$ cat src/rtl/synapse_pkg.sv
// Shared types for the synapse table: slot record, control FSM encoding and
// the saturating weight adder used by the STDP update path.
package synapse_pkg;

    localparam int SYN_NUM_ENTRIES = 16;
    localparam int SYN_ID_W        = 7;
    localparam int SYN_WEIGHT_W    = 9;
    localparam int SYN_W_MAX       = 255;
    localparam int SYN_W_MIN       = -256;

    typedef struct packed {
        logic                           valid;
        logic [SYN_ID_W-1:0]            id;
        logic signed [SYN_WEIGHT_W-1:0] weight;
    } slot_t;

    typedef enum logic [1:0] {
        ST_IDLE    = 2'd0,
        ST_HOLD    = 2'd1,
        ST_STDP_RD = 2'd2,
        ST_STDP_WR = 2'd3
    } state_e;

    // One extra bit of headroom so the raw sum never wraps before clamping.
    function automatic logic signed [SYN_WEIGHT_W-1:0] sat_add(
        input logic signed [SYN_WEIGHT_W-1:0] a,
        input logic signed [SYN_WEIGHT_W-1:0] b,
        input int                             lo,
        input int                             hi
    );
        logic signed [SYN_WEIGHT_W:0] sum;
        sum = {a[SYN_WEIGHT_W-1], a} + {b[SYN_WEIGHT_W-1], b};
        if (int'(sum) > hi) begin
            sat_add = SYN_WEIGHT_W'(hi);
        end else if (int'(sum) < lo) begin
            sat_add = SYN_WEIGHT_W'(lo);
        end else begin
            sat_add = sum[SYN_WEIGHT_W-1:0];
        end
    endfunction

endpackage

$ cat src/rtl/synapse_cam_match.sv
// Purpose: NUM_ENTRIES-way ID compare with lowest-index priority select.
// Latency: combinational.
// Backpressure: none; pure function of table contents and key.
module synapse_cam_match #(
    parameter  int NUM_ENTRIES = 16,
    parameter  int ID_W        = 7,
    localparam int IDX_W       = $clog2(NUM_ENTRIES)
) (
    input  logic [NUM_ENTRIES-1:0] slot_valid,
    input  logic [ID_W-1:0]        slot_id [NUM_ENTRIES],
    input  logic [ID_W-1:0]        key,
    output logic                   hit,
    output logic [IDX_W-1:0]       slot_idx
);

    // Scanning downwards lets the lowest matching index overwrite any higher one.
    always_comb begin
        hit      = 1'b0;
        slot_idx = '0;
        for (int i = NUM_ENTRIES - 1; i >= 0; i--) begin
            if (slot_valid[i] && (slot_id[i] == key)) begin
                hit      = 1'b1;
                slot_idx = IDX_W'(i);
            end
        end
    end

endmodule

$ cat src/rtl/synapse_table.sv
// Purpose: per-neuron synapse store with config writes, spike lookups and saturating STDP updates.
// Latency: lookup result 1 cycle after accept; STDP write lands 2 cycles after accept.
// Backpressure: result held until out_ready; spike/stdp stall outside IDLE, cfg stalls only in STDP states.
module synapse_table
    import synapse_pkg::*;
#(
    parameter  int NUM_ENTRIES = SYN_NUM_ENTRIES,
    parameter  int ID_W        = SYN_ID_W,
    parameter  int WEIGHT_W    = SYN_WEIGHT_W,
    parameter  int W_MAX       = SYN_W_MAX,
    parameter  int W_MIN       = SYN_W_MIN,
    localparam int IDX_W       = $clog2(NUM_ENTRIES)
) (
    input  logic                clk,
    input  logic                rst,
    input  logic                kill,
    input  logic                cfg_valid,
    output logic                cfg_ready,
    input  logic [IDX_W-1:0]    cfg_slot,
    input  logic [ID_W-1:0]     cfg_id,
    input  logic [WEIGHT_W-1:0] cfg_weight,
    input  logic                spk_valid,
    output logic                spk_ready,
    input  logic [ID_W-1:0]     spk_id,
    output logic                out_valid,
    input  logic                out_ready,
    output logic                out_hit,
    output logic [WEIGHT_W-1:0] out_weight,
    input  logic                stdp_valid,
    output logic                stdp_ready,
    input  logic [ID_W-1:0]     stdp_id,
    input  logic [WEIGHT_W-1:0] stdp_delta
);

    // slot_t carries the package widths, so ID_W/WEIGHT_W track synapse_pkg.
    slot_t                    tbl_q [NUM_ENTRIES];
    state_e                   state_q;
    state_e                   state_d;

    logic                     cfg_acc;
    logic                     spk_acc;
    logic                     stdp_acc;

    logic [NUM_ENTRIES-1:0]   tbl_vld;
    logic [ID_W-1:0]          tbl_id [NUM_ENTRIES];
    logic [ID_W-1:0]          cam_key;
    logic                     cam_hit;
    logic [IDX_W-1:0]         cam_idx;

    logic                     stdp_hit_q;
    logic [IDX_W-1:0]         stdp_idx_q;
    logic signed [WEIGHT_W-1:0] stdp_delta_q;
    logic signed [WEIGHT_W-1:0] stdp_sum_q;

    // ------------------------------------------------------------------
    // FSM: state register
    // ------------------------------------------------------------------
    always_ff @(posedge clk or negedge rst) begin
        if (!rst) begin
            state_q <= ST_IDLE;
        end else begin
            state_q <= state_d;
        end
    end

    // ------------------------------------------------------------------
    // FSM: next state
    // ------------------------------------------------------------------
    always_comb begin
        state_d = state_q;
        if (kill) begin
            state_d = ST_IDLE;
        end else begin
            case (state_q)
                ST_IDLE: begin
                    if (stdp_acc) begin
                        state_d = ST_STDP_RD;
                    end else if (spk_acc) begin
                        state_d = ST_HOLD;
                    end
                end
                ST_HOLD: begin
                    if (out_ready) begin
                        state_d = ST_IDLE;
                    end
                end
                ST_STDP_RD: state_d = ST_STDP_WR;
                ST_STDP_WR: state_d = ST_IDLE;
                default:    state_d = ST_IDLE;
            endcase
        end
    end

    // ------------------------------------------------------------------
    // FSM: outputs. Readies drop during reset and kill so nothing handshakes
    // into a table that is being cleared.
    // ------------------------------------------------------------------
    always_comb begin
        cfg_ready  = 1'b0;
        spk_ready  = 1'b0;
        stdp_ready = 1'b0;
        out_valid  = (state_q == ST_HOLD);
        if (rst && !kill) begin
            case (state_q)
                ST_IDLE: begin
                    cfg_ready  = 1'b1;
                    stdp_ready = 1'b1;
                    spk_ready  = !stdp_valid;
                end
                ST_HOLD: cfg_ready = 1'b1;
                default: ;
            endcase
        end
    end

    assign cfg_acc  = cfg_valid  && cfg_ready;
    assign spk_acc  = spk_valid  && spk_ready;
    assign stdp_acc = stdp_valid && stdp_ready;

    // ------------------------------------------------------------------
    // Shared match: spike and STDP are never accepted in the same cycle.
    // ------------------------------------------------------------------
    always_comb begin
        tbl_vld = '0;
        for (int i = 0; i < NUM_ENTRIES; i++) begin
            tbl_vld[i] = tbl_q[i].valid;
            tbl_id[i]  = tbl_q[i].id;
        end
    end

    assign cam_key = stdp_acc ? stdp_id : spk_id;

    synapse_cam_match #(
        .NUM_ENTRIES (NUM_ENTRIES),
        .ID_W        (ID_W)
    ) u_cam (
        .slot_valid (tbl_vld),
        .slot_id    (tbl_id),
        .key        (cam_key),
        .hit        (cam_hit),
        .slot_idx   (cam_idx)
    );

    // ------------------------------------------------------------------
    // Lookup result and STDP pipeline registers
    // ------------------------------------------------------------------
    always_ff @(posedge clk or negedge rst) begin
        if (!rst) begin
            out_hit      <= 1'b0;
            out_weight   <= '0;
            stdp_hit_q   <= 1'b0;
            stdp_idx_q   <= '0;
            stdp_delta_q <= '0;
            stdp_sum_q   <= '0;
        end else begin
            if (spk_acc) begin
                out_hit    <= cam_hit;
                out_weight <= cam_hit ? tbl_q[cam_idx].weight : '0;
            end
            if (stdp_acc) begin
                stdp_hit_q   <= cam_hit;
                stdp_idx_q   <= cam_idx;
                stdp_delta_q <= stdp_delta;
            end
            if (state_q == ST_STDP_RD) begin
                stdp_sum_q <= sat_add(tbl_q[stdp_idx_q].weight, stdp_delta_q, W_MIN, W_MAX);
            end
        end
    end

    // ------------------------------------------------------------------
    // Table storage. The STDP write is ordered after cfg so it lands last.
    // ------------------------------------------------------------------
    always_ff @(posedge clk or negedge rst) begin
        if (!rst) begin
            for (int i = 0; i < NUM_ENTRIES; i++) begin
                tbl_q[i] <= '0;
            end
        end else if (kill) begin
            for (int i = 0; i < NUM_ENTRIES; i++) begin
                tbl_q[i].valid <= 1'b0;
            end
        end else begin
            if (cfg_acc) begin
                tbl_q[cfg_slot] <= slot_t'{valid: 1'b1, id: cfg_id, weight: cfg_weight};
            end
            if ((state_q == ST_STDP_WR) && stdp_hit_q) begin
                tbl_q[stdp_idx_q].weight <= stdp_sum_q;
            end
        end
    end

endmodule

$ cat config.mk
export PLATFORM = sky130hd
export DESIGN_NAME = synapse_table
export DESIGN_NICKNAME = d
export VERILOG_FILES = /design/src/rtl/synapse_pkg.sv /design/src/rtl/synapse_cam_match.sv /design/src/rtl/synapse_table.sv
export SDC_FILE = /design/constraint.sdc
export NUM_CORES = 1
export LEC_CHECK = 0
export CORE_MARGIN = 10
export CORE_UTILIZATION = 60
export CTS_CLUSTER_SIZE = 8
export DETAILED_ROUTE_END_ITERATION = 6
export GPL_ROUTABILITY_DRIVEN = 1
export PLACE_DENSITY = 0.87
export SKIP_LAST_GASP = 1
export SYNTH_ARGS = -nofsm -noshare
export SYNTH_HDL_FRONTEND = slang
export SYNTH_SLANG_ARGS = --single-unit
$ cat constraint.sdc
create_clock -name clk -period 7.52 [get_ports clk]
set_clock_uncertainty 0.1 [all_clocks]
set_input_delay 0.752 -clock clk [delete_from_list [all_inputs] [get_ports clk]]
set_output_delay 0.752 -clock clk [all_outputs]
set_load 0.005 [all_outputs]
==> flow_summary_export.csv <==
group,metric,value,unit
placement,portBuffers,63,
clocking,clock_latency,540,ps
sta,max_freq,177,MHz
global_routing,grt_pass1_vias,16000,
synthesis,ys_warn_count,0,
sta,relSlewSlack,0.0531,
synthesis,synth_cell_types,85,
clocking,cts_root_buf,"clkbuf_16",
cells_and_area,drive_gt1_frac,0.191,
setup_path,path_class,"primary input to flop",
global_routing,grt_max_degree,82,
floorplanning,dieArea,0.0385,mm2
floorplanning,start_util,0.608,
synthesis,synthTopCellsByCount,"307 x dfrtp_1, 288 x o22a_1, 160 x mux2_2, 91 x nand2_1, 85 x clkbuf_1",
setup_path,path_cells,"clkdlybuf4s50_1, nor2b_1, nand2_2, a2111oi_0, o21ai_1, o41ai_2, nor3_1, a21oi_4, buf_12, mux2i_1, mux2i_1, a222oi_1, nand3_1",
power_and_ir_drop,p_leak,8.04,nW
setup_path,r2r_cells,12,
clocking,cts_made_buffers,44,
clocking,h-tree-depth,2,
synthesis,synthTopCellsByArea,"dfrtp_1 41%, o22a_1 14%, mux2_2 9.7%",
global_routing,grt.overflow.total,0,
sta,holdWs,77.9,ps
detailed_routing,wl_per_cell,31.6,um
clocking,cts_tree,"yes",
synthesis,synth.net_count,1725,
setup_path,r2r-start,"state_q[0]$_DFFE_PN0P_",
sta,layout_min_cycle_time,5660,ps
sta,maxSlewViolCount,0,
clocking,path_clk_slew,50,ps
outcome,violations,"design-rule violations",
power_and_ir_drop,peakVddDrop,141,uV
setup_path,startpoint_type,"primary input",
setup_path,crit_arrival,5960,ps
synthesis,synthCells,1665,
sta,min_period_over_period,0.752,
clocking,clock_path_buffers,3,
setup_path,worst_ep_required_time,7820,ps
clocking,post_cts_resized,0,
floorplanning,ios,64,
placement,dp_hpwl,43100,um
sta,tns,0,ps
synthesis,syn_area,0.0186,mm2
power_and_ir_drop,pwr_density_cell,248,mW/mm2
sta,setup_violations,0,
clocking,cts_setup_buffers,0,
sta,worst_pin_slew,1420,ps
setup_path,path_max_fanout,37,
clocking,clkSinkCount,307,
floorplanning,dieWidth,196,um
synthesis,async_reset_ff_frac,1.00,
detailed_routing,vias,16000,
floorplanning,die_h,196,um
global_routing,grt_pass1_wl,98200,um
run,maxCapViolations,0,
synthesis,synthFlopType,"dfrtp_1",
detailed_routing,antenna_left,0,
detailed_routing,drt_iter0_markers,2658,
synthesis,avgSynthCellArea,11.2,um2
floorplanning,coreArea,0.0306,mm2
setup_path,rr_endpoint,"out_weight[3]$_DFFE_PN0P_",
setup_path,worstSetupEndpointType,"flop",
synthesis,yosysSeqAreaShare,0.413,
synthesis,yosysMostFrequentCell,"dfrtp_1",
setup_path,slowest_delay,710,ps
detailed_routing,routed_wl,65000,um
global_routing,antenna_found_initial,2,
synthesis,ys_seq_elements,307,
cells_and_area,area_delta_synth_final,10.2,%
synthesis,synth.top_cell.area_share,0.413,
outcome,status,"finished, violations left",
setup_path,cp_slowest_cell,"a21oi_4",
synthesis,synth_area_leader_cell,"dfrtp_1",
placement,place.gp.congestion,1.04,
synthesis,synth_edf_count,0,
sta,rsz0062_at_grt,"false",
clocking,cts_hold_buf,0,
detailed_routing,dr.pass1.iters,7,
sta,hold_viol_final,0,
setup_path,crit_top_cell,"mux2i_1",
cells_and_area,fillers,2243,
cells_and_area,fin_nets,1715,
hold_path,hold_class,"primary input to async pin",
floorplanning,rows,64,
detailed_routing,drc,14,
global_routing,track_usage,0.328,
detailed_routing,vias_per_cell,7.76,
setup_path,r2r_slack,2060,ps
## cell type report
type | instances | area, um2 | share of cell area
clock inverter | 1 | 5.00 | 0.000244
multi-input combinational | 1160 | 10100 | 0.492
timing repair buffer | 97 | 913 | 0.0446
inverter | 45 | 174 | 0.00848
tap | 396 | 495 | 0.0242
sequential | 307 | 7680 | 0.375
antenna | 1 | 2.50 | 0.000122
clock buffer | 49 | 1140 | 0.0557
## through the flow
stage	cells	total power, W	area (um2)	setup WS [ps]	utilization
4_1_cts	2055	0.00503	20500	2070	0.670
6_report	2056	0.00508	20500	1860	0.670
3_3_place_gp	2005	0.00323	19400	1830	0.633
5_1_grt	2055	0.00522	20500	1590	0.670
2_1_floorplan	1665	0.00290	18600	3110	-
3_5_place_dp	2005	0.00328	19400	1540	0.633
## flip-flops by register name, summed over array words and instances, names as in the netlist
name	flops
stdp_sum_q	9
out_hit	1
stdp_idx_q	4
stdp_delta_q	9
state_q	2
stdp_hit_q	1
out_weight	9
tbl_id	112
tbl_q	160
## worst max-delay path: cells and delay by family
| family | cells | cell delay [ps] |
|---|---|---|
| compound gates | 5 | 2380 |
| simple gates | 4 | 1600 |
| buf+inv | 2 | 860 |
| mux | 2 | 340 |
## how the worst max path moves through the flow
stage	from	to	depth (start not counted)
after floorplan	stdp_idx_q[1]$_DFFE_PN0N_	stdp_sum_q[0]$_DFFE_PN0N_	16
after global placement	stdp_valid	out_weight[0]$_DFFE_PN0P_	12
after detailed placement	stdp_valid	out_weight[3]$_DFFE_PN0P_	12
after CTS	stdp_valid	out_weight[3]$_DFFE_PN0P_	12
after global routing	stdp_valid	out_weight[3]$_DFFE_PN0P_	13
final	stdp_valid	out_weight[3]$_DFFE_PN0P_	13
## cells in the final DEF (no fill, tap or decap), drive strengths merged, types with 4 or more instances in the layout
| cell | netlist | layout |
|---|---|---|
| a2111oi | 10 | 10 |
| a21oi | 62 | 62 |
| a221oi | 6 | 6 |
| a222oi | 18 | 18 |
| and2 | 11 | 11 |
| buf | 68 | 36 |
| clkbuf | 85 | 49 |
| clkdlybuf4s50 | 0 | 61 |
| clkinv | 4 | 5 |
| dfrtp | 307 | 307 |
| ha | 9 | 9 |
| inv | 41 | 41 |
| maj3 | 8 | 8 |
| mux2 | 166 | 166 |
| mux2i | 42 | 42 |
| mux4 | 45 | 45 |
| nand2 | 92 | 92 |
| nand2b | 12 | 12 |
| nand3 | 32 | 32 |
| nand4 | 13 | 13 |
| nor2 | 30 | 30 |
| nor2b | 15 | 15 |
| nor3 | 19 | 19 |
| nor4 | 18 | 18 |
| o2111ai | 14 | 14 |
| o211ai | 14 | 14 |
| o21ai | 22 | 22 |
| o21bai | 5 | 5 |
| o221ai | 14 | 14 |
| o22a | 288 | 288 |
| o22ai | 9 | 9 |
| o2bb2ai | 4 | 4 |
| or2 | 5 | 5 |
| xnor2 | 71 | 71 |
| xor2 | 52 | 52 |
## where the power goes
part,internal [W],switching (W),leakage (nW)
registers,0.00189,0.000435,3.96
logic,0.000533,0.000461,3.52
clock network,0.00105,0.000707,0.563
total,0.00347,0.00160,8.04
## cell families after synthesis
family	count (synthesis)	synth area share
and+or+nand+nor	262	0.0723
xor gates and xnor gates	123	0.0579
DFF	307	0.413
AOI/OAI and AO/OA	504	0.222
buffers and inverters	198	0.0457
muxes	253	0.178
adders and majority gates	18	0.0114
## routing by layer
metal  vias up  global-route usage  share of wire
met5         -                   0        0.00040
met4         4               0.180          0.058
met3       329              0.0899           0.14
met2      1380               0.481           0.43
li1       6376                   -              -
met1      7867               0.432           0.37
No activity file was read; power rests on OpenSTA's default activity.
